--- src/rtl/icache_port_arbiter_pkg.sv ---
// Shared core definitions for the instruction-memory port arbiter:
// default widths and the fetch-response entry layout.
package icache_port_arbiter_pkg;

  localparam int ADDR_W_DEF = 9;
  localparam int DATA_W_DEF = 32;

  typedef struct packed {
    logic [DATA_W_DEF-1:0] data;
    logic [ADDR_W_DEF-1:0] addr;
  } rsp_entry_t;

endpackage

--- src/rtl/icache_port_arbiter_rsp_fifo2.sv ---
// Two-entry valid/ready FIFO holding fetch responses; clr_i empties it
// at the next edge and takes priority over push and pop.
module rsp_fifo2
  import icache_port_arbiter_pkg::*;
#(
  parameter type T = rsp_entry_t
) (
  input  logic clk,
  input  logic rst,
  input  logic clr_i,
  input  logic in_valid_i,
  input  T     in_data_i,
  output logic in_ready_o,
  output logic out_valid_o,
  output T     out_data_o,
  input  logic out_ready_i
);

  T           mem_q [2];
  logic       wr_ptr_q, rd_ptr_q;
  logic [1:0] cnt_q, cnt_d;
  logic       push, pop;

  assign in_ready_o  = (cnt_q != 2'd2);
  assign out_valid_o = (cnt_q != 2'd0);
  assign push        = in_valid_i & in_ready_o;
  assign pop         = out_valid_o & out_ready_i;
  // Idle output is forced to zero so the response bus reads 0 after reset.
  assign out_data_o  = out_valid_o ? mem_q[rd_ptr_q] : '0;

  always_comb begin
    cnt_d = cnt_q;
    case ({push, pop})
      2'b10:   cnt_d = cnt_q + 2'd1;
      2'b01:   cnt_d = cnt_q - 2'd1;
      default: cnt_d = cnt_q;
    endcase
  end

  always_ff @(posedge clk or posedge rst) begin
    if (rst) begin
      cnt_q    <= 2'd0;
      wr_ptr_q <= 1'b0;
      rd_ptr_q <= 1'b0;
      mem_q[0] <= '0;
      mem_q[1] <= '0;
    end else if (clr_i) begin
      cnt_q    <= 2'd0;
      wr_ptr_q <= 1'b0;
      rd_ptr_q <= 1'b0;
    end else begin
      cnt_q <= cnt_d;
      if (push) begin
        mem_q[wr_ptr_q] <= in_data_i;
        wr_ptr_q        <= ~wr_ptr_q;
      end
      if (pop) rd_ptr_q <= ~rd_ptr_q;
    end
  end

endmodule

--- src/rtl/icache_port_arbiter.sv ---
// Arbitrates a single-port synchronous instruction memory between the fetch
// read channel and the program-loader write channel, with starvation relief.
module icache_port_arbiter
  import icache_port_arbiter_pkg::*;
#(
  parameter int ADDR_W     = ADDR_W_DEF,
  parameter int DATA_W     = DATA_W_DEF,
  parameter int STARVE_MAX = 4
) (
  input  logic              clk,
  input  logic              reset,
  input  logic              fetch_req_valid,
  input  logic [ADDR_W-1:0] fetch_req_addr,
  output logic              fetch_req_ready,
  output logic              fetch_rsp_valid,
  output logic [DATA_W-1:0] fetch_rsp_data,
  output logic [ADDR_W-1:0] fetch_rsp_addr,
  input  logic              fetch_rsp_ready,
  input  logic              fetch_flush,
  input  logic              load_req_valid,
  input  logic [ADDR_W-1:0] load_req_addr,
  input  logic [DATA_W-1:0] load_req_data,
  output logic              load_req_ready,
  output logic              mem_en,
  output logic              mem_we,
  output logic [ADDR_W-1:0] mem_addr,
  output logic [DATA_W-1:0] mem_wdata,
  input  logic [DATA_W-1:0] mem_rdata
);

  localparam int SW = (STARVE_MAX < 1) ? 1 : $clog2(STARVE_MAX + 1);

  // Same layout as rsp_entry_t, sized by this instance's parameters.
  typedef struct packed {
    logic [DATA_W-1:0] data;
    logic [ADDR_W-1:0] addr;
  } entry_t;

  logic              inflight_q, inflight_d;
  logic [ADDR_W-1:0] inflight_addr_q, inflight_addr_d;
  logic [SW-1:0]     starve_q, starve_d;

  logic   fifo_in_ready, fifo_out_valid;
  entry_t fifo_in, fifo_out;
  logic   deq, enq, space_ok, starve_max, load_pri;
  logic   fetch_gnt, load_gnt;
  logic [2:0] pending;

  assign starve_max = (starve_q == SW'(STARVE_MAX));
  assign load_pri   = load_req_valid & starve_max;
  assign deq        = fifo_out_valid & fetch_rsp_ready;

  // Entries held (0..2, from the FIFO flags) plus the read still in flight,
  // minus what leaves this cycle; a new read needs this below 2 to be sure
  // of a slot when its data lands.
  assign pending  = {2'b0, fifo_out_valid} + {2'b0, ~fifo_in_ready}
                  + {2'b0, inflight_q} - {2'b0, deq};
  assign space_ok = (pending < 3'd2);

  assign fetch_req_ready = ~reset & ~fetch_flush & space_ok & ~load_pri;
  assign fetch_gnt       = fetch_req_valid & fetch_req_ready;
  assign load_req_ready  = ~reset & ~fetch_gnt;
  assign load_gnt        = load_req_valid & load_req_ready;

  always_comb begin
    mem_en    = 1'b0;
    mem_we    = 1'b0;
    mem_addr  = '0;
    mem_wdata = '0;
    if (fetch_gnt) begin
      mem_en   = 1'b1;
      mem_addr = fetch_req_addr;
    end else if (load_gnt) begin
      mem_en    = 1'b1;
      mem_we    = 1'b1;
      mem_addr  = load_req_addr;
      mem_wdata = load_req_data;
    end
  end

  always_comb begin
    inflight_d      = fetch_gnt;
    inflight_addr_d = fetch_gnt ? fetch_req_addr : inflight_addr_q;
    starve_d        = starve_q;
    if (!load_req_valid || load_gnt)
      starve_d = '0;
    else if (fetch_gnt && !starve_max)
      starve_d = starve_q + SW'(1);
  end

  always_ff @(posedge clk or posedge reset) begin
    if (reset) begin
      inflight_q      <= 1'b0;
      inflight_addr_q <= '0;
      starve_q        <= '0;
    end else begin
      inflight_q      <= inflight_d;
      inflight_addr_q <= inflight_addr_d;
      starve_q        <= starve_d;
    end
  end

  // A flush drops the read whose data arrives this cycle as well as the queue.
  assign enq          = inflight_q & ~fetch_flush;
  assign fifo_in.data = mem_rdata;
  assign fifo_in.addr = inflight_addr_q;

  rsp_fifo2 #(.T(entry_t)) u_rsp_fifo (
    .clk         (clk),
    .rst         (reset),
    .clr_i       (fetch_flush),
    .in_valid_i  (enq),
    .in_data_i   (fifo_in),
    .in_ready_o  (fifo_in_ready),
    .out_valid_o (fifo_out_valid),
    .out_data_o  (fifo_out),
    .out_ready_i (fetch_rsp_ready)
  );

  assign fetch_rsp_valid = fifo_out_valid;
  assign fetch_rsp_data  = fifo_out.data;
  assign fetch_rsp_addr  = fifo_out.addr;

endmodule

--- config.mk ---
export PLATFORM = sky130hd
export DESIGN_NAME = icache_port_arbiter
export DESIGN_NICKNAME = d
export VERILOG_FILES = /design/src/rtl/icache_port_arbiter_pkg.sv /design/src/rtl/icache_port_arbiter_rsp_fifo2.sv /design/src/rtl/icache_port_arbiter.sv
export SDC_FILE = /design/constraint.sdc
export NUM_CORES = 1
export LEC_CHECK = 0
export ABC_CLOCK_PERIOD_IN_PS = 10000
export CORE_MARGIN = 3
export CORE_UTILIZATION = 35
export CTS_BUF_LIST = sky130_fd_sc_hd__clkbuf_2
export CTS_CLUSTER_DIAMETER = 200
export DETAILED_ROUTE_END_ITERATION = 10
export PLACE_DENSITY = 0.65
export SETUP_SLACK_MARGIN = 0.4
export SYNTH_ARGS = -nofsm -noshare
export SYNTH_HDL_FRONTEND = slang
export SYNTH_SLANG_ARGS = --single-unit
--- constraint.sdc ---
create_clock -name clk -period 10 [get_ports clk]
set_input_delay 3 -clock clk [delete_from_list [all_inputs] [get_ports clk]]
set_output_delay 3 -clock clk [all_outputs]
set_load 0.02 [all_outputs]
==> flow_summary.ini, run 1 <==
[setup_path]
cp-end-kind = output pin
critPathMaxFanout = 43
cp-start-kind = primary input
crit_required_ns = 7.00
cp.arrival_ns = 6.17
worstSetupPathType = primary input to output pin

[pwr]
power_density_nw_per_um2 = 140
total_leakage_power_nw = 2.82
total_power_mw = 0.959
clkPwrFrac = 0.173
pwr-share-seq = 0.554
cellInternalPower_mw = 0.677
netSwitchingPower_mw = 0.282
p_sw_frac = 0.294
p_comb_frac = 0.273
vdd_drop_max_uv = 51.7

[floorplanning]
die_x_um = 124
dieArea_um2 = 15300
coreArea_um2 = 13400
die_y_um = 124
start_util = 0.361
io_pins = 175
row_count = 42

[layout]
drive_gt1_frac = 0.206
diodes = 0
instances_no_fill = 734
design_area_um2 = 6830
utilization = 0.509
layout.nets = 644
area_growth_pct = 41.0

[synthesis]
synthesis.area_um2 = 4840
syn_avg_cell_area_um2 = 12.5
ys_ff_latch = 99
synth-main-ff-cell = dfrtp_1
syn_inst = 387
async_flop_share = 1.00
seq_area_frac_synth = 0.512
syn-num-nets = 478
yosysWarnings = 0
synth-edff-count = 0
synth_cell_types = 37

[min_path]
hp-class = flip-flop to flip-flop

[clock_tree]
holdBufCountCts = 0
cts_root_buffer = clkbuf_2
clk_path_buf_depth = 2
cts_sinks = 99
cts_made_buffers = 9
cts_setup_buffers = 0
ctsResizeCount = 0
path_clk_slew_ns = 0.24
htreeDepth = 3
cts_tree = done
clk_latency_ns = 0.56

[routing]
vias = 3602
wl_um = 12200
drt-pass1-iter-count = 4
ant_nets = 0
wl_met2_um = 6220
wl_per_cell_um = 16.6
top_layer_used = met4
wl_met1_um = 4880
avgViaCountPerCell = 4.91
drc = 0
met3WireLength_um = 920
drtIter0Drc = 142

[global_route]
grt_antenna_before_repair = 0
gr-total-overflow = 0
grt_pass1_wl_um = 18600
grt_pass1_vias = 3700
grt_usage = 0.159
grt_max_degree = 58

[timing]
worst_pin_slew_ns = 1.19
relSlewSlack = 0.208
setup_tns_ns = 0
setup_viol = 0
fin_ws_ns = 0.832
hold_viol = 0
holdWs_ns = 0.519
rsz0062_at_grt = false
fmax_mhz = 109
period_needed_ns = 9.17
fin_crit_sh = 0.917
skew_ns = 0.0307
drv_slew = 0

[placement]
placed_cells = 718
routabilityCongestion = 0.763
preCtsSetupSlack_ns = 0.807
dpl_cell_area_um2 = 6740
place.detailed.hpwl_um = 8860
port_buffers = 174

[status]
status = complete, no violations

[flow_run]
drv_cap = 0
[synth_stat cells (3+ instances only)]
cell | n | area share
mux2_4 | 9 | 0.028
nand2_1 | 3 | 0.0023
nand3_1 | 4 | 0.0041
clkbuf_1 | 8 | 0.0062
ha_1 | 3 | 0.0078
mux2_2 | 80 | 0.19
mux2i_1 | 42 | 0.087
buf_2 | 15 | 0.016
inv_1 | 5 | 0.0039
nor2_1 | 46 | 0.036
and2_1 | 35 | 0.045
a22o_1 | 9 | 0.016
dfrtp_1 | 99 | 0.51
[power groups by stage]
stage,clock (mW),combinational [mW],sequential [mW]
after floorplan,0,0.172,0.525
after global placement,0,0.260,0.534
after detailed placement,0,0.266,0.540
after CTS,0.176,0.268,0.531
after global routing,0.193,0.285,0.542
final,0.166,0.262,0.531
[worst paths after layout]
check | endpoint | slack [ns] | depth (start not counted) | from
min in group asynchronous | u_rsp_fifo.cnt_q[0] | 2.98 | 2 | reset
min | u_rsp_fifo.mem_q[81] | 0.52 | 1 | u_rsp_fifo.mem_q[81]
max | mem_wdata[8] | 0.83 | 8 | fetch_rsp_ready
max in group asynchronous | u_rsp_fifo.mem_q[13] | 5.86 | 3 | reset
min reg2reg | u_rsp_fifo.mem_q[81] | 0.52 | 1 | u_rsp_fifo.mem_q[81]
max reg2reg | inflight_addr_q[6] | 6.56 | 8 | u_rsp_fifo.cnt_q[0]
[layout by cell type, fill, tap and decap left out, types with 2 or more instances in the layout]
master / count
a21oi_1: 2
a22o_1: 9
a31oi_1: 2
and2_1: 35
buf_4: 5
clkbuf_2: 9
clkdlybuf4s50_1: 174
clkinv_1: 3
dfrtp_1: 98
ha_1: 3
inv_1: 4
inv_6: 2
mux2_1: 2
mux2_2: 80
mux2_4: 9
mux2i_1: 42
nand2_1: 3
nand3_1: 4
nand4_1: 2
nor2_1: 46
o21ai_0: 2
[registers in the layout, summed over array words and instances, names as in the netlist]
signal / cells
u_rsp_fifo.mem_q: 82
inflight_addr_q: 9
starve_q: 3
u_rsp_fifo.cnt_q: 2
inflight_q: 1
u_rsp_fifo.rd_ptr_q: 1
u_rsp_fifo.wr_ptr_q: 1
[layer usage]
layer  GRT usage  vias to the layer above
met5           0                        -
met1       0.179                     1786
met2       0.282                      130
met4      0.0588                        0
li1            -                     1674
met3      0.0500                       12
[critical path: stages]
cell and delay (ns):
clkdlybuf4s50_1 0.57, and2_1 0.20, ha_1 0.23, and2_1 0.18, or3_4 0.37, a31oi_4 0.68, and2_1 0.28, clkdlybuf4s50_1 0.64
[logic make-up after synthesis]
logic type,Yosys count,synth area share
compound gates,20,0.0339
xor+xnor,2,0.00362
fa+ha+maj,3,0.00776
buf+inv,29,0.0279
flops,99,0.512
mux,133,0.306
simple gates,101,0.109
[final cells by class]
cell class                 count  area (µm²)
clock buffer                   9        45.0
clock inverter                 7        42.5
fill                        1212        6580
inverter                       5        21.3
multi-input combinational    259        2240
sequential                    99        2480
tap                          176         220
timing repair buffer         179        1780
No activity file was read; power rests on OpenSTA's default activity.
==> run 2, diff against run 1 <==
--- a/config.mk
+++ b/config.mk
@@ -16,3 +16,4 @@
 export SYNTH_ARGS = -nofsm -noshare
 export SYNTH_HDL_FRONTEND = slang
 export SYNTH_SLANG_ARGS = --single-unit
+export TNS_END_PERCENT = 10
==> results of run 2 <==
Final layout, timing and power as in run 1 (identical DEF).
==> run 3, diff against run 2 <==
--- a/config.mk
+++ b/config.mk
@@ -11,7 +11,7 @@
 export CTS_BUF_LIST = sky130_fd_sc_hd__clkbuf_2
 export CTS_CLUSTER_DIAMETER = 200
 export DETAILED_ROUTE_END_ITERATION = 10
-export PLACE_DENSITY = 0.65
+export PLACE_DENSITY = 0.67
 export SETUP_SLACK_MARGIN = 0.4
 export SYNTH_ARGS = -nofsm -noshare
 export SYNTH_HDL_FRONTEND = slang
==> flow_summary.ini, run 3 (same netlist as run 1, synthesis figures left out) <==
[setup_path]
cp-end-kind = output pin
critPathMaxFanout = 43
cp.arrival_ns = 6.11
slowest_stage = a31oi_4
crit_required_ns = 7.00
cp_slowest_stage_delay_ns = 0.67
critPathBufInv = 2
path_cells = clkdlybuf4s50_1, and2_1, ha_1, and2_1, or3_4, a31oi_4, and2_1, clkdlybuf4s50_1
cp-start-kind = primary input
crit_family = buffers and inverters
worstSetupPathType = primary input to output pin
crit_top_cell = and2_1

[timing]
setup_tns_ns = 0
relSlewSlack = 0.247
fmax_mhz = 110
fin_ws_ns = 0.888
hold_viol = 0
drv_slew = 0
worst_pin_slew_ns = 1.13
period_needed_ns = 9.11
skew_ns = 0.0210
rsz0062_at_grt = false
setup_viol = 0
fin_crit_sh = 0.911

[floorplanning]
row_count = 42
coreArea_um2 = 13400
dieArea_um2 = 15300
start_util = 0.361
die_y_um = 124
io_pins = 175
die_x_um = 124

[global_route]
grt_usage = 0.156
grt_pass1_wl_um = 18500
grt_max_degree = 59
grt_antenna_before_repair = 0
gr-total-overflow = 0
grt_pass1_vias = 3849

[layout]
mostFrequentLayoutCells = clkdlybuf4s50_1 (174), dfrtp_1 (98), mux2_2 (80), nor2_1 (46), mux2i_1 (42)
drive_gt1_frac = 0.210
area_growth_pct = 42.4
largestRegisters = u_rsp_fifo.mem_q (82), inflight_addr_q (9), starve_q (3)
diodes = 0
largest-register = u_rsp_fifo.mem_q
instances_no_fill = 734
layout.nets = 644
final_common_cell = clkdlybuf4s50_1
largest_reg_flops = 82

[placement]
port_buffers = 174
placed_cells = 718
preCtsSetupSlack_ns = 0.889
place.detailed.hpwl_um = 8310
routabilityCongestion = 0.741

[routing]
drtIter0Drc = 153
drt-pass1-iter-count = 4
vias = 3554
ant_nets = 0
avgViaCountPerCell = 4.84
drc = 0
wl_per_cell_um = 15.5
wl_um = 11400

[pwr]
total_leakage_power_nw = 2.86
vdd_drop_max_uv = 57.9
power_density_nw_per_um2 = 148

[min_path]
hp-class = flip-flop to flip-flop

[clock_tree]
holdBufCountCts = 0
cts_sinks = 99
ctsResizeCount = 0
cts_tree = done
cts_setup_buffers = 0
clk_path_buf_depth = 2
cts_made_buffers = 9
path_clk_slew_ns = 0.26
cts_root_buffer = clkbuf_2
htreeDepth = 3
clk_latency_ns = 0.52

[status]
status = complete, no violations

[flow_run]
drv_cap = 0
-- run 3: changes by cell type in the layout (fill, tap and decap cells not counted), sizes merged --
cell | previous run | this run
clkinv | 5 | 3
inv | 7 | 5
clkbuf | 9 | 10
bufinv | 0 | 3
-- run 3: path summary, 6_finish.rpt --
| check | start | endpoint | slack (ns) | depth (start not counted) |
|---|---|---|---|---|
| hold / removal | u_rsp_fifo.mem_q[81] | u_rsp_fifo.mem_q[81] | 0.54 | 1 |
| max in group asynchronous | reset | u_rsp_fifo.mem_q[0] | 5.86 | 3 |
| hold reg to reg | u_rsp_fifo.mem_q[81] | u_rsp_fifo.mem_q[81] | 0.54 | 1 |
| setup reg to reg | u_rsp_fifo.cnt_q[0] | inflight_addr_q[0] | 6.62 | 8 |
| min in group asynchronous | reset | u_rsp_fifo.mem_q[81] | 2.98 | 2 |
| setup / recovery | fetch_rsp_ready | mem_wdata[15] | 0.89 | 8 |
-- run 3: where the power goes --
part / total [mW] / internal (mW) / switching (mW)
clock network: 0.231 / 0.107 / 0.124
registers: 0.531 / 0.485 / 0.0452
logic: 0.259 / 0.159 / 0.101
total: 1.02 / 0.752 / 0.270
-- run 3: per-stage QoR --
| stage | hold WS [ns] | util | instance area (µm²) | power [mW] |
|---|---|---|---|---|
| 4_1_cts | 0.542 | 0.514 | 6890 | 1.04 |
| 3_3_place_gp | 0.468 | 0.503 | 6740 | 0.793 |
| 3_5_place_dp | 0.488 | 0.503 | 6740 | 0.804 |
| 2_1_floorplan | 0.457 | - | 4840 | 0.697 |
| 5_1_grt | 0.560 | 0.514 | 6890 | 1.09 |
| 6_report | 0.536 | 0.514 | 6890 | 1.02 |
-- run 3: layout make-up --
type                    instances  area, µm²
multi-input cells             259       2240
clock buffers                  10       50.0
well taps                     176        220
inverters                       5       21.3
flip-flops and latches         99       2480
repair buffers                179       1780
fillers                      1184       6510
clock inverters                 6        104
-- run 3: per-layer routing --
metal / share of wire / up-vias / track usage / wire (µm)
met2: 0.52 / 123 / 0.281 / 5870
met4: 0.0079 / 0 / 0.0415 / 90
met5: 0 / - / 0 / 0
met1: 0.39 / 1750 / 0.173 / 4450
li1: - / 1675 / - / -
met3: 0.085 / 6 / 0.0550 / 966
-- run 3: worst register-to-register path, delay by kind of cell (launching register included) --
| kind | cells | cell delay, ns |
|---|---|---|
| fa+ha+maj | 1 | 0.26 |
| flops | 1 | 0.52 |
| simple gates | 4 | 1.80 |
| compound gates | 1 | 0.25 |
| mux | 1 | 0.33 |
| buf+inv | 1 | 0.14 |
